## config.mk

```make
export PLATFORM = sky130hd
export DESIGN_NAME = melody_sequencer
export DESIGN_NICKNAME = d
export VERILOG_FILES = /design/src/rtl/melody_sequencer.sv
export SDC_FILE = /design/constraint.sdc
export NUM_CORES = 1
export LEC_CHECK = 0
export ABC_AREA = 1
export CORE_MARGIN = 5
export CORE_UTILIZATION = 63
export CTS_CLUSTER_SIZE = 20
export DETAILED_ROUTE_END_ITERATION = 6
export GPL_TIMING_DRIVEN = 0
export HOLD_SLACK_MARGIN = 0.03
export PLACE_DENSITY = 0.95
export SKIP_CTS_REPAIR_TIMING = 1
export SLEW_MARGIN = 20
export SYNTH_ARGS = -nofsm -noshare
export SYNTH_HDL_FRONTEND = slang
export SYNTH_SLANG_ARGS = --single-unit
```

## constraint.sdc

```tcl
create_clock -name clk_i -period 5.3 [get_ports clk_i]
set_clock_uncertainty 0.05 [all_clocks]
set_input_delay 0.795 -clock clk_i [delete_from_list [all_inputs] [get_ports clk_i]]
set_output_delay 0.795 -clock clk_i [all_outputs]
set_load 0.05 [all_outputs]
```

## src/rtl/melody_sequencer.sv

```systemverilog
// melody_sequencer
//   Plays a melody by stepping a note index through an external combinational
//   note ROM and turning each divider value into a square-wave tone. Every
//   note lasts STEP_CYCLES clocks, and the last GAP_CYCLES of each step are
//   silent so that repeated notes stay articulated. Playback can be started,
//   stopped and paused, and it either ends after one pass or loops.
//
// Ports
//   clk_i            system clock
//   rst_i            synchronous reset, active-high
//   start_i          pulse: (re)start playback at note 0
//   stop_i           pulse: abort playback and go idle
//   pause_i          level: freeze step and tone counters; output is silent
//   loop_i           level: sampled at the end of the last step, 1 = wrap to note 0
//   divider_value_i  ROM data for note_index_o (tone half-period, 0 = rest)
//   note_index_o     current ROM address (registered)
//   tone_o           square-wave audio output (registered)
//   busy_o           1 while playing
//   done_o           1-cycle pulse when a one-shot pass ends naturally
module melody_sequencer #(
    parameter int BW          = 16,
    parameter int NOTES       = 64,
    parameter int IDX_W       = 6,
    parameter int STEP_CYCLES = 1500000,
    parameter int GAP_CYCLES  = 150000
) (
    input  logic             clk_i,
    input  logic             rst_i,
    input  logic             start_i,
    input  logic             stop_i,
    input  logic             pause_i,
    input  logic             loop_i,
    input  logic [BW-1:0]    divider_value_i,
    output logic [IDX_W-1:0] note_index_o,
    output logic             tone_o,
    output logic             busy_o,
    output logic             done_o
);

    localparam int SC_W = (STEP_CYCLES > 1) ? $clog2(STEP_CYCLES) : 1;

    localparam logic [SC_W-1:0]  STEP_LAST   = SC_W'(STEP_CYCLES - 1);
    // One bit wider so that GAP_CYCLES = 0 with a power-of-two step length
    // does not truncate the audible limit to zero.
    localparam logic [SC_W:0]    AUDIBLE_END = (SC_W + 1)'(STEP_CYCLES - GAP_CYCLES);
    localparam logic [IDX_W-1:0] IDX_LAST    = IDX_W'(NOTES - 1);

    typedef enum logic [0:0] {
        ST_IDLE = 1'b0,
        ST_PLAY = 1'b1
    } state_t;

    state_t           state_q;
    logic [IDX_W-1:0] idx_q;
    logic [SC_W-1:0]  step_cnt_q;
    logic [BW-1:0]    tone_cnt_q;
    logic [BW-1:0]    div_q;
    logic             tone_q;
    logic             tone_o_q;
    logic             done_q;

    logic             step_wrap_s;
    logic             last_note_s;
    logic             tone_hit_s;
    logic             tone_o_d;

    // Decode step/tone boundaries and the next audible output level.
    always_comb begin
        step_wrap_s = (step_cnt_q == STEP_LAST);
        last_note_s = (idx_q == IDX_LAST);
        if (div_q != {BW{1'b0}}) begin
            tone_hit_s = (tone_cnt_q == (div_q - {{(BW-1){1'b0}}, 1'b1}));
        end else begin
            tone_hit_s = 1'b0;
        end
        // The square wave is audible only while playing, unpaused, not a rest
        // and before the articulation gap; stop silences it at once.
        tone_o_d = tone_q
                 && (div_q != {BW{1'b0}})
                 && ({1'b0, step_cnt_q} < AUDIBLE_END)
                 && !pause_i
                 && !stop_i
                 && (state_q == ST_PLAY);
    end

    // Playback FSM with step counter, tone generator and registered outputs.
    always_ff @(posedge clk_i) begin
        if (rst_i) begin
            state_q    <= ST_IDLE;
            idx_q      <= {IDX_W{1'b0}};
            step_cnt_q <= {SC_W{1'b0}};
            tone_cnt_q <= {BW{1'b0}};
            div_q      <= {BW{1'b0}};
            tone_q     <= 1'b0;
            tone_o_q   <= 1'b0;
            done_q     <= 1'b0;
        end else if (stop_i) begin
            state_q    <= ST_IDLE;
            idx_q      <= {IDX_W{1'b0}};
            step_cnt_q <= {SC_W{1'b0}};
            tone_cnt_q <= {BW{1'b0}};
            div_q      <= {BW{1'b0}};
            tone_q     <= 1'b0;
            tone_o_q   <= 1'b0;
            done_q     <= 1'b0;
        end else if (start_i) begin
            // Restart looks exactly like a fresh start from idle; the first
            // step cycle then loads the divider for note 0.
            state_q    <= ST_PLAY;
            idx_q      <= {IDX_W{1'b0}};
            step_cnt_q <= {SC_W{1'b0}};
            tone_cnt_q <= {BW{1'b0}};
            div_q      <= {BW{1'b0}};
            tone_q     <= 1'b0;
            tone_o_q   <= tone_o_d;
            done_q     <= 1'b0;
        end else begin
            case (state_q)
                ST_IDLE: begin
                    tone_o_q <= 1'b0;
                    done_q   <= 1'b0;
                end
                ST_PLAY: begin
                    tone_o_q <= tone_o_d;
                    done_q   <= 1'b0;
                    if (!pause_i) begin
                        // Tone generator: reload at the start of every step,
                        // otherwise count half-periods of the current note.
                        if (step_cnt_q == {SC_W{1'b0}}) begin
                            div_q      <= divider_value_i;
                            tone_cnt_q <= {BW{1'b0}};
                            tone_q     <= 1'b0;
                        end else if (div_q != {BW{1'b0}}) begin
                            if (tone_hit_s) begin
                                tone_cnt_q <= {BW{1'b0}};
                                tone_q     <= ~tone_q;
                            end else begin
                                tone_cnt_q <= tone_cnt_q + {{(BW-1){1'b0}}, 1'b1};
                            end
                        end else begin
                            tone_cnt_q <= {BW{1'b0}};
                        end

                        // Step sequencing; the end of the last step either
                        // wraps (loop) or finishes the pass.
                        if (step_wrap_s) begin
                            step_cnt_q <= {SC_W{1'b0}};
                            if (last_note_s) begin
                                idx_q <= {IDX_W{1'b0}};
                                if (!loop_i) begin
                                    state_q    <= ST_IDLE;
                                    div_q      <= {BW{1'b0}};
                                    tone_cnt_q <= {BW{1'b0}};
                                    tone_q     <= 1'b0;
                                    done_q     <= 1'b1;
                                end
                            end else begin
                                idx_q <= idx_q + {{(IDX_W-1){1'b0}}, 1'b1};
                            end
                        end else begin
                            step_cnt_q <= step_cnt_q + {{(SC_W-1){1'b0}}, 1'b1};
                        end
                    end
                end
                default: begin
                    state_q    <= ST_IDLE;
                    idx_q      <= {IDX_W{1'b0}};
                    step_cnt_q <= {SC_W{1'b0}};
                    tone_cnt_q <= {BW{1'b0}};
                    div_q      <= {BW{1'b0}};
                    tone_q     <= 1'b0;
                    tone_o_q   <= 1'b0;
                    done_q     <= 1'b0;
                end
            endcase
        end
    end

    assign note_index_o = idx_q;
    assign tone_o       = tone_o_q;
    assign busy_o       = (state_q == ST_PLAY);
    assign done_o       = done_q;

endmodule

```

# After elaboration in Yosys (flattened, before gate mapping)

Index checks and enable logic that the tools add are counted.

Bits in registers: 63
Output and inout port bits: 9
Logic and storage cells: 64

Add/subtract/negate cells: 4
Magnitude comparators: 1
Equality and inequality tests: 3
Multiplexer cells: 32
Bitwise logic cells: 3
Reductions and logical operators: 13

Operators with widths:

| operator                | number |
|---|---|
| $mux W16                | 10 |
| $add A21 B1 Y21 const B | 1 |
| $eq A21 B21 Y1 const B  | 1 |
| $logic_not A21 Y1       | 1 |
| $lt A21 B21 Y1 const B  | 1 |
| $mux W21                | 1 |
| $mux W1                 | 18 |
| $add A16 B1 Y16 const B | 1 |
| $eq A16 B16 Y1          | 1 |
| $reduce_bool A16 Y1     | 1 |
| $sub A16 B1 Y16 const B | 1 |
| $add A6 B1 Y6 const B   | 1 |
| $eq A6 B6 Y1 const B    | 1 |
| $mux W6                 | 1 |
| $logic_and A1 B1 Y1     | 5 |
| $pmux W1 S2             | 2 |
| $not A1 Y1              | 3 |
| $reduce_and A3 Y1       | 1 |
| $reduce_or A3 Y1        | 1 |
| $logic_not A1 Y1        | 2 |
| $reduce_and A2 Y1       | 1 |
| $reduce_or A2 Y1        | 1 |

# Logic depth before layout (Yosys ltp)

Depth in word-level cells: 9
Gate-level depth with buffers: 15

# Least setup slack after synthesis

Ideal clock, no wire load.

Path kind: in2reg
From: in pause_i
To: reg step_cnt_q[18]
Data arrival time: 1929 ps
Required time: 5130 ps
Path slack: 3201 ps
Stages on the path: 12
Path buffers: 0
Path through: inv_1 > nand2_2 > nor2_2 > inv_2 > nor2_4 > nand3_2 > nor3_2 > nand2_1 > nor2_2 > nand2_1 > nor2_1 > nor3b_2

Word-level cells in the longest chain between the ends: 2

RTL lines:

| what                        | line | text |
|---|---|---|
| start: declaration          | 31   | `input logic pause_i,` |
| $not A1 Y1 (no line)        | --   |  |
| $reduce_and A2 Y1 (no line) | --   |  |
| end signal: assignment      | 91   | `step_cnt_q <= {SC_W{1'b0}};` |
| end signal: assignment      | 100  | `step_cnt_q <= {SC_W{1'b0}};` |
| end signal: assignment      | 111  | `step_cnt_q <= {SC_W{1'b0}};` |
| end: declaration            | 55   | `logic [SC_W-1:0] step_cnt_q;` |

No other way between the ends.
A chain may end at the register's enable or synchronous reset.

# Worst setup path after layout

From: in stop_i
To: reg div_q[14]

Word-level cells in the longest chain between the ends: 1

RTL lines:

| what                       | line | text |
|---|---|---|
| start: declaration         | 30   | `input logic stop_i,` |
| $reduce_or A3 Y1 (no line) | --   |  |
| end signal: assignment     | 93   | `div_q <= {BW{1'b0}};` |
| end signal: assignment     | 102  | `div_q <= {BW{1'b0}};` |
| end signal: assignment     | 113  | `div_q <= {BW{1'b0}};` |
| end: declaration           | 57   | `logic [BW-1:0] div_q;` |

No other way between the ends.

==> key figures <==
Placement
  • Setup Slack @ Placement: 2.50 ns
  • Area post-placement: 4410 um2
  • Post-DP HPWL: 7120 um
  • RePlAce Congestion: 0.936
  • Port buffer count: 30

STA
  • Slew Viols, Final: 0
  • Hold_ws: 0.453 ns
  • Crit share post-route: 0.468
  • Fmax: 403 MHz
  • Setup violators final: 0
  • Setup TNS: 0 ns
  • RSZ-0062 raised after global routing: false
  • Final WS setup: 2.82 ns
  • Slew margin rel.: 0.505
  • Shortest period the worst path allows: 2.48 ns
  • Least-Margin Pin Slew: 0.743 ns
  • Final hold violations: 0

Floorplanning
  • # IOs: 31
  • Die H: 89.8 um
  • # rows: 29
  • Core ar.: 6280 um2
  • Die ar.: 8070 um2
  • Die X: 89.8 um
  • Starting Density: 0.639

CTS
  • TritonCTS clock tree: yes
  • Clock Path Buffers: 2
  • H-Tree Depth: 3
  • Clock slew at reported path FFs: 0.07 ns
  • Clock buffer count from CTS: 9
  • CTS sink cnt: 63
  • Clk_lat worst skew: 0.35 ns
  • Clock root buffer: clkbuf_8

Pwr
  • Leakage: 1.99 nW
  • Clk network pwr share: 0.501
  • Net Sw Frac: 0.211
  • Int Power: 0.837 mW
  • Power density cells: 227 nW/um2
  • Sequential Power Share: 0.449
  • Comb pwr share: 0.050
  • Net Switching: 0.224 mW
  • Maximum vdd drop: 232 uV

Detailed routing
  • First-iteration detailed-routing DRC count: 213
  • Vias post-DR: 3,935
  • Drt pass-1 iters: 5
  • DR DRC count: 0
  • Wirelength per Cell: 13.4 um
  • Via density: 5.49
  • Total wire length: 9630 um
  • DRT antenna net count: 0

Yosys
  • FF+latch count, synth: 63
  • Main synth FF type: dfxtp_1
  • Avg Inst Size Synth: 6.76 um2
  • Mapped Cells: 594
  • Post-synth cell types: 40
  • Syn_nets: 621
  • Number of synthesized flops with an enable pin: 0
  • Top post-synthesis cells by area: dfxtp_1 (31%), nand2_1 (13%), inv_1 (7.2%)
  • Largest area contributor in the netlist: dfxtp_1
  • Ys Warns: 0
  • Cell Area, Synth: 4010 um2
  • Synth top area share: 0.314
  • Async SR Flop Fraction: 0
  • Sequential area share after synthesis: 0.314

Finish
  • Most frequent cells in the layout: nand2_1 (140), inv_1 (77), nor2_1 (67)
  • Fillers: 462
  • Final instance area: 4670 um2
  • Area of the multi-input gates: 2360 um2
  • Finished Core Util: 0.743
  • Commonest non-fill, non-tap cell in the layout: nand2_1
  • N_diodes: 0
  • Final net count: 662
  • Area grow syn2layout: 16.2%
  • Register area: 1260 um2
  • Share of layout cells above drive strength 1: 0.145

Worst setup path
  • Setup crit end: div_q[14]
  • WS Path Type: input pin to flop
  • CP Data Required Time: 5.53 ns
  • FF-to-FF path depth: 13
  • Critical Path Start Type: input pin
  • Endpoint class of the critical path: flop
  • Flop-to-flop setup slack: 3.09 ns
  • RR Endpoint: tone_cnt_q[7]
  • FF-to-FF Start: div_q[0]
  • CP Max Fanout: 10
  • WP data arrival: 2.71 ns
  • Worst Setup SP: stop_i

Min path
  • Min-Delay Path Class: flop to flop
  • Hold Startpoint: div_q[0]

Global route
  • Vias in the first global route: 3,907
  • Largest net degree at the start of global routing: 12
  • First-pass GRT wire length: 16,700 um
  • Initial antenna violation count: 0
  • GR Util All Layers: 0.243
  • Grt ovf: 0

Status
  • Status: complete, no violations

Job
  • Max-cap viol count: 0
-- per-layer routing --
metal / vias up / share of wire / global-route usage
met5: - / 0 / 0
met2: 130 / 0.51 / 0.439
met1: 1784 / 0.40 / 0.260
li1: 1982 / - / -
met3: 39 / 0.051 / 0.0676
met4: 0 / 0.034 / 0.108
-- final cells by class --
type / instances / share of cell area
multi-input cells: 435 / 0.505
flip-flops and latches: 63 / 0.270
inverters: 85 / 0.0684
repair buffers: 30 / 0.0644
clock buffers: 11 / 0.0324
clock inverters: 5 / 0.0223
well taps: 77 / 0.0206
plain buffers: 11 / 0.0166
-- power groups by stage --
stage	combinational [mW]	clock (mW)	sequential, mW
6_report	0.0531	0.531	0.476
5_1_grt	0.0582	0.565	0.476
4_1_cts	0.0529	0.534	0.476
3_5_place_dp	0.0520	0	0.487
3_3_place_gp	0.0511	0	0.487
2_1_floorplan	0.0274	0	0.488
-- cells in the mapped netlist, types with 4 or more instances --
| library cell | instances |
|---|---|
| nand2_2 | 8 |
| nand4_1 | 9 |
| a21oi_2 | 10 |
| a21oi_1 | 26 |
| nor2_4 | 6 |
| nand3_1 | 42 |
| nand2_1 | 140 |
| inv_1 | 77 |
| nor2_2 | 16 |
| xor2_1 | 23 |
| nor4_1 | 6 |
| ha_1 | 5 |
| o21ai_0 | 11 |
| inv_2 | 8 |
| nor2_1 | 67 |
| nand3b_1 | 4 |
| dfxtp_1 | 63 |
| nor3_1 | 18 |
| nor3_2 | 5 |
| xnor2_1 | 6 |
| clkbuf_1 | 4 |
| nand3_2 | 12 |
-- stage by stage --
step / std cells / power [mW]
3_5_place_dp: 701 / 0.539
3_3_place_gp: 701 / 0.538
6_report: 717 / 1.06
2_1_floorplan: 594 / 0.515
5_1_grt: 717 / 1.10
4_1_cts: 717 / 1.06
-- state kept, by name (all words and copies together) (netlist names) --
name          count
div_q            16
step_cnt_q       21
tone_o            1
tone_q            1
tone_cnt_q       16
note_index_o      6
done_o            1
busy_o            1
-- worst min-delay path by stage --
stage	end	slack (ns)	cells past startpoint
floorplan	div_q[1]	0.41	2
global placement	div_q[1]	0.44	2
detailed placement	div_q[0]	0.44	2
CTS	div_q[0]	0.46	2
global route	div_q[0]	0.48	2
finish	div_q[0]	0.45	2
-- logic make-up (layout without fill, tap and decap cells) --
| group | count (synthesis) | count (layout) | share of synthesized area |
|---|---|---|---|
| xor+xnor | 29 | 29 | 0.0633 |
| buf+inv | 96 | 142 | 0.0988 |
| compound gates | 61 | 61 | 0.0926 |
| flops | 63 | 63 | 0.314 |
| fa+ha+maj | 5 | 5 | 0.0156 |
| simple gates | 340 | 340 | 0.416 |
-- worst max-delay path, stage by stage --
cell and delay (ns):
clkdlybuf4s50_1 0.40, nor2_1 0.23, inv_1 0.09, nor2_1 0.42
nand2_1 0.33, buf_2 0.27, nor3_2 0.17
No activity file was read; power rests on OpenSTA's default activity.
